### config.mk
export PLATFORM = sky130hd
export DESIGN_NAME = noc_tok_south_arb
export DESIGN_NICKNAME = d
export VERILOG_FILES = /design/src/rtl/noc_tok_south_arb.sv
export SDC_FILE = /design/constraint.sdc
export NUM_CORES = 1
export LEC_CHECK = 0
export CORE_ASPECT_RATIO = 0.75
export CORE_UTILIZATION = 42
export DETAILED_ROUTE_END_ITERATION = 10
export HOLD_SLACK_MARGIN = 0.06
export PLACE_DENSITY_LB_ADDON = 0.25
export SETUP_SLACK_MARGIN = 0.05
export SYNTH_ARGS = -nofsm -noshare
export SYNTH_HDL_FRONTEND = slang
export SYNTH_SLANG_ARGS = --single-unit
### constraint.sdc
create_clock -name i_noc_clk -period 1.6 [get_ports i_noc_clk]
set_input_delay 0.24 -clock i_noc_clk [delete_from_list [all_inputs] [get_ports i_noc_clk]]
set_output_delay 0.24 -clock i_noc_clk [all_outputs]
set_load 0.02 [all_outputs]
### src/rtl/noc_tok_south_arb.sv
// South token NoC arbiter: four OCP-lite token ports, round-robin onto one link.
// Optional NOC_TOK_SOUTH_ARB_PERF_CNT_EN adds saturating per-port grant counters.
module noc_tok_south_arb #(
  parameter int N_PORTS = 4,
  parameter int FLIT_W  = 42,
  parameter int CNT_W   = 16
) (
  input  logic                        i_noc_clk,
  input  logic                        i_noc_rst,
  input  logic [N_PORTS-1:0][7:0]     i_init_tok_ocpl_s_maddr,
  input  logic [N_PORTS-1:0][2:0]     i_init_tok_ocpl_s_mcmd,
  input  logic [N_PORTS-1:0][7:0]     i_init_tok_ocpl_s_mdata,
  output logic [N_PORTS-1:0]          o_init_tok_ocpl_s_scmdaccept,
  input  logic [N_PORTS-1:0]          i_pwr_tok_idle_req,
  output logic [N_PORTS-1:0]          o_pwr_tok_idle_ack,
  output logic [N_PORTS-1:0]          o_pwr_tok_idle_val,
  output logic [N_PORTS-1:0]          o_cmd_err,
  output logic [FLIT_W-1:0]           o_egress_data,
  output logic                        o_egress_head,
  output logic                        o_egress_tail,
  output logic                        o_egress_vld,
`ifdef NOC_TOK_SOUTH_ARB_PERF_CNT_EN
  input  logic                        i_egress_rdy,
  output logic [N_PORTS-1:0][CNT_W-1:0] o_grant_cnt
`else
  input  logic                        i_egress_rdy
`endif
);

  localparam int SW = 2;
  localparam int PAD = FLIT_W - SW - 16;

  typedef struct packed {
    logic [7:0] addr;
    logic [7:0] data;
  } tok_ent_t;

  logic [N_PORTS-1:0]   buf_vld;
  tok_ent_t [N_PORTS-1:0] buf_ent;
  logic [N_PORTS-1:0]   fence;
  logic [N_PORTS-1:0]   cmd_err;
  logic [SW-1:0]        ptr;
  logic                 out_vld;
  logic [SW-1:0]        out_src;
  logic [FLIT_W-1:0]    out_data;

  logic [N_PORTS-1:0]   acc;
  logic [N_PORTS-1:0]   wr;
  logic [N_PORTS-1:0]   ill;
  logic [N_PORTS-1:0]   idle_val;
  logic [SW-1:0]        cand;
  logic [SW-1:0]        win;
  logic                 found;
  logic                 gnt;

  // Accept decode: a port takes a command only with an empty buffer and no fence.
  always_comb begin
    acc = '0;
    wr  = '0;
    ill = '0;
    for (int i = 0; i < N_PORTS; i++) begin
      acc[i] = (i_init_tok_ocpl_s_mcmd[i] != 3'd0)
             & ~buf_vld[i] & ~fence[i];
      wr[i]  = acc[i] & (i_init_tok_ocpl_s_mcmd[i] == 3'd1);
      ill[i] = acc[i] & (i_init_tok_ocpl_s_mcmd[i] != 3'd1);
    end
  end

  // Round-robin search starting one past the last winner.
  always_comb begin
    cand  = '0;
    win   = ptr;
    found = 1'b0;
    for (int k = 1; k <= N_PORTS; k++) begin
      cand = SW'((int'(ptr) + k) % N_PORTS);
      if (!found && buf_vld[cand]) begin
        found = 1'b1;
        win   = cand;
      end
    end
    gnt = found & (~out_vld | i_egress_rdy);
  end

  // Capture buffers, fence, error flags, pointer and the egress register.
  always_ff @(posedge i_noc_clk) begin
    if (i_noc_rst) begin
      buf_vld  <= '0;
      buf_ent  <= '0;
      fence    <= '0;
      cmd_err  <= '0;
      ptr      <= SW'(N_PORTS - 1);
      out_vld  <= 1'b0;
      out_src  <= '0;
      out_data <= '0;
    end else begin
      fence   <= i_pwr_tok_idle_req;
      cmd_err <= cmd_err | ill;
      for (int i = 0; i < N_PORTS; i++) begin
        if (wr[i]) begin
          buf_vld[i]      <= 1'b1;
          buf_ent[i].addr <= i_init_tok_ocpl_s_maddr[i];
          buf_ent[i].data <= i_init_tok_ocpl_s_mdata[i];
        end
      end
      if (gnt) begin
        buf_vld[win] <= 1'b0;
        ptr          <= win;
        out_vld      <= 1'b1;
        out_src      <= win;
        out_data     <= {win, buf_ent[win].addr,
                         buf_ent[win].data, {PAD{1'b0}}};
      end else if (out_vld && i_egress_rdy) begin
        out_vld <= 1'b0;
      end
    end
  end

  // Idle means nothing buffered and nothing waiting in the egress register.
  always_comb begin
    idle_val = '0;
    for (int i = 0; i < N_PORTS; i++) begin
      idle_val[i] = ~buf_vld[i]
                  & ~(out_vld & (out_src == SW'(i)));
    end
  end

  assign o_init_tok_ocpl_s_scmdaccept = acc;
  assign o_pwr_tok_idle_val = idle_val;
  assign o_pwr_tok_idle_ack = fence & idle_val;
  assign o_cmd_err          = cmd_err;
  assign o_egress_data      = out_data;
  assign o_egress_vld       = out_vld;
  assign o_egress_head      = out_vld;
  assign o_egress_tail      = out_vld;

`ifdef NOC_TOK_SOUTH_ARB_PERF_CNT_EN
  logic [N_PORTS-1:0][CNT_W-1:0] cnt;

  // Saturating grant counters per port.
  always_ff @(posedge i_noc_clk) begin
    if (i_noc_rst) begin
      cnt <= '0;
    end else if (gnt && (cnt[win] != {CNT_W{1'b1}})) begin
      cnt[win] <= cnt[win] + 1'b1;
    end
  end

  assign o_grant_cnt = cnt;
`endif

endmodule

* Word-level counts from Yosys, hierarchy flattened
Index checks and enable logic that the tools add are counted. Widths: inputs -> output; s select.
Operators by class: $add $sub $neg 4, multiply operators 0, div/mod/pow operators 0, order comparisons 6, equal/unequal tests 11, shift operators 0, muxes and demuxes 31, bitwise logic cells 43, reductions and logical operators 14
Operators with widths (number):
- $bmux 16 s2 | 1
- $and 1x1->1 | 25
- $mux 1 | 19
- $mux 16 | 1
- $lt 2x3->1 const B | 5
- $not 1->1 | 13
- $eq 3x1->1 const B | 4
- $ne 3x1->1 const B | 4
- $reduce_bool 3->1 | 4
- $and 4x4->4 | 2
- $bmux 1 s2 | 4
- $mux 2 | 4
- $logic_and 1x1->1 | 5
- $add 2x1->2 const B | 2
- $add 2x2->2 const B | 2
- $eq 2x2->1 const B | 2
- $mux 4 | 1
- $not 4->4 | 1
- $or 4x4->4 | 1
- $logic_not 1->1 | 3
- $demux 1 s2 | 1
- $eq 2x1->1 const B | 1
- $ge 2x1->1 const B | 1
- $logic_not 2->1 | 1
- other kinds (2) | 2
Word-level totals: register bits after elaboration 99, latch bits 0, RAM bits 0, memory bits (read-only) 0, input bits 83, output and inout bits 61, logic and storage cells 124, memories 0

* Longest topological paths before layout
depth in word-level cells 20, mapped depth 9, depth with buffers taken out 5

* Worst setup path before layout
OpenSTA, ideal clock, no wires.
path type reg-to-reg, from register buf_vld[0], to register out_data[33] (netlist: o_egress_data[33]), library setup time 0.129 ns, data arrival time 1.572 ns, required time 1.471 ns, slack -0.101 ns, cell stages (with the launch flop) 9, buffers on the path 4, period minus slack after synthesis 1.701 ns, path through dfxtp_1 -> buf_2 -> or3b_1 -> buf_2 -> and3_4 -> buf_6 -> buf_8 -> mux2i_1 -> o211ai_1
Between the ends: longest elaborated chain between the ends 14, elaborated cells between the ends (all ways) 25, classes of those cells mux (18); bitwise (1); reduce/logical (6)
RTL lines:
- start: declaration | line 38 | logic [N_PORTS-1:0] buf_vld;
- start signal: assignment | line 87 | buf_vld <= '0;
- start signal: indexed assignment | line 100 | buf_vld[i] <= 1'b1;
- start signal: indexed assignment | line 106 | buf_vld[win] <= 1'b0;
- $bmux 1 s2 | line 76 | if (!found && buf_vld[cand]) begin
- $mux 1 (not written as such) | line 76
- $mux 1 | line 76
- $logic_not 1->1 | line 76
- $logic_and 1x1->1 | line 76
- $mux 1 | line 76
- $logic_not 1->1 | line 76
- $logic_and 1x1->1 | line 76
- $mux 1 | line 76
- $logic_not 1->1 | line 76
- $logic_and 1x1->1 | line 76
- $mux 2 | line 76
- $bmux 16 s2 | line 110 | out_data <= {win, buf_ent[win].addr,
- $mux 16
- end signal: assignment | line 110
- end: declaration | line 45 | logic [FLIT_W-1:0] out_data;
Parallel ways exist; a longest one is shown, timed or not. The select of a mux whose other input is x is not followed. A chain may end at the register's enable or synchronous reset.

* Final worst setup path
from register buf_vld[1], to register out_data[33] (netlist: o_egress_data[33])
The elaborated chain is that of the path after synthesis.

==> results.cfg <==
[synthesis]
synth_cells = 572
syn_area_sq_mm = 0.004378
seq_area_frac_synth_pct = 44.36
synth_top_area_share_pct = 44.36
async_flop_share_pct = 0
synth_edf_count = 0
netlist-cell-type-count = 37
yosys-top-cells-area = dfxtp_1 44%, nand2_1 14%, a21oi_1 9.5%
yosys.area.top_type = dfxtp_1
ys_seq_elements = 97
ys_top_cells_by_count = 162 x nand2_1, 97 x dfxtp_1, 83 x a21oi_1
ys_warn_count = 0
synth_ff_type = dfxtp_1
yosysMostFrequentCell = nand2_1
avgSynthCellArea_sq_um = 7.654

[power_and_ir_drop]
ir_worst_vdd_uv = 605.7
leakage_nw = 2.486
p_per_area_mw_per_mm2 = 955.4

[setup_path]
end_kind = register
critPathKind = register to register
cp_max_fo = 5
startpoint_type = register
ff2ff_path_depth = 5
reg2reg_setup_slack_ps = -100
worstPathRequired_ps = 1820
arrival_ps = 1920

[detailed_routing]
wire_per_inst_microns = 14.89
vias = 4361
remaining_drc_errors = 0
routed_wl_mm = 12.65
firstDrtPassIters = 6
viasPerCell = 5.131
drt_iter0_drc = 617
detail-route-antenna-nets = 0

[place]
placed_area_sq_mm = 0.005818
port_buffers = 119
dp_hpwl_mm = 8.878
dp.cells = 822
place_congestion = 0.8453

[final_layout]
fill_cells = 825
nets = 796
regArea_sq_mm = 0.001959
drive_above_1_share_pct = 18.80
syn_to_final_growth_pct = 47.59
antenna_cells = 0
multi_input_area_sq_mm = 0.002336
postLayoutCellArea_sq_mm = 0.006461
fin_cells = 850

[cts]
cts_made_buffers = 9
htreeDepth = 3
cts_buffer_depth = 2
clock_latency_ps = 340
tritoncts = done
cts_num_sinks = 97
clk_transition_reported_paths_ps = 70
root_buffer = clkbuf_16

[die]
initial_core_util_pct = 44.26
die_w_microns = 119.9
ios = 144
die_y_microns = 90.42
design.core.area_sq_mm = 0.009891
rows = 31
die-area_sq_mm = 0.01084

[grt]
grt_pass1_wl_mm = 19.77
overflow = 0
track_usage_pct = 23.07
antenna_found_initial = 0
grt_pass1_vias = 3936
grt_max_degree = 80

[job]
max_cap_viol_count = 0

[timing]
max_freq_mhz = 589.3
clock_skew_ps = 7.195
setup_viol = 20
period_share_pct = 106.1
setup_ws_ps = -96.94
rsz0062_at_grt = yes
final-hold-violation-count = 0
drv_slew = 0
period_needed_ps = 1697

[status]
violations = negative setup slack
status = finished with violations

[hold_path]
min_path_cells = 2
hp-class = primary input to register
==> repair_timing <==
action,in CTS,in global routing
buffers inserted,3,5
pin swaps,13,8
hold buffers,0,0
endpoints found under the setup margin,53,39
gates resized for setup,115,40
endpoints found under the hold margin,0,0
cloned,4,0
==> logic make-up (layout without fill, tap and decap cells) <==
group	Yosys count	after routing	share of synthesized area [%]
other	1	24	0.08566
buffers and inverters	82	202	9.917
DFF	97	97	44.36
AOI/OAI and AO/OA	153	153	20.83
muxes	16	16	3.658
and+or+nand+nor	223	226	21.15
==> state kept, by name, summed over array words and instances, names as in the netlist <==
register	cells
fence	4
out_src	2
buf_vld	4
o_cmd_err	4
o_egress_head	1
o_egress_data	16
buf_ent	64
ptr	2
==> cell usage in the layout, fill, tap and decap left out, types with 14 or more instances in the layout <==
cell type        count
o211ai_1            16
o21ai_2             14
buf_4               42
dlygate4sd2_1       16
nand2_1            162
dfxtp_1             89
conb_1              24
a21oi_1             82
a31oi_1             17
clkdlybuf4s50_1     83
nor2_1              21
inv_1               18
==> report_power, final <==
part / total [mW] / switching (mW) / internal (mW)
clock network: 2.38 / 0.981 / 1.40
logic: 1.20 / 0.625 / 0.578
registers: 2.59 / 0.0842 / 2.51
total: 6.17 / 1.69 / 4.48
==> final timing paths <==
path / to / startpoint
hold / removal: o_egress_head$_SDFFE_PP0P_ / i_noc_rst
setup / recovery: o_egress_data[33]$_SDFFE_PP0P_ / buf_vld[1]$_SDFF_PP0_
setup reg to reg: o_egress_data[33]$_SDFFE_PP0P_ / buf_vld[1]$_SDFF_PP0_
hold reg to reg: buf_ent[21]$_SDFFE_PP0P_ / buf_ent[21]$_SDFFE_PP0P_
==> cell type report <==
cell class	count	area share, %
Multi-Input combinational cell	419	36.15
Sequential cell	97	30.33
Inverter	18	1.046
Clock inverter	7	1.627
Timing Repair Buffer	168	24.81
Tap cell	132	2.556
Clock buffer	9	3.486
==> stage by stage <==
step / util (%) / power, mW / hold WS, ps / setup TNS [ps] / worst slack, ps
after floorplan: - / 3.250 / 368.2 / -670.3 / -84.20
after global placement: 58.82 / 3.677 / 442.1 / -7271 / -419.3
final: 65.33 / 6.173 / 230.5 / -1048 / -96.94
after detailed placement: 58.82 / 3.699 / 447.0 / -8542 / -507.5
after global routing: 65.33 / 6.390 / 229.3 / -2023 / -148.9
after CTS: 63.93 / 6.124 / 187.1 / -626.8 / -69.73
==> critical path, stage by stage, from the launching register on <==
cell and delay (ps):
dfxtp_2 350, and2b_2 230, o21bai_4 240, and3_4 360, mux2i_2 290, o211ai_1 100
==> routing by layer <==
| layer | up-vias | part of all wire, % | global-route usage (%) |
|---|---|---|---|
| li1 | 2157 | - | - |
| met4 | 0 | 0.96 | 5.104 |
| met5 | - | 0 | 0 |
| met3 | 17 | 7.9 | 4.924 |
| met1 | 1985 | 47 | 33.28 |
| met2 | 202 | 44 | 35.02 |
Note: power is estimated with default switching activity, not from simulation.
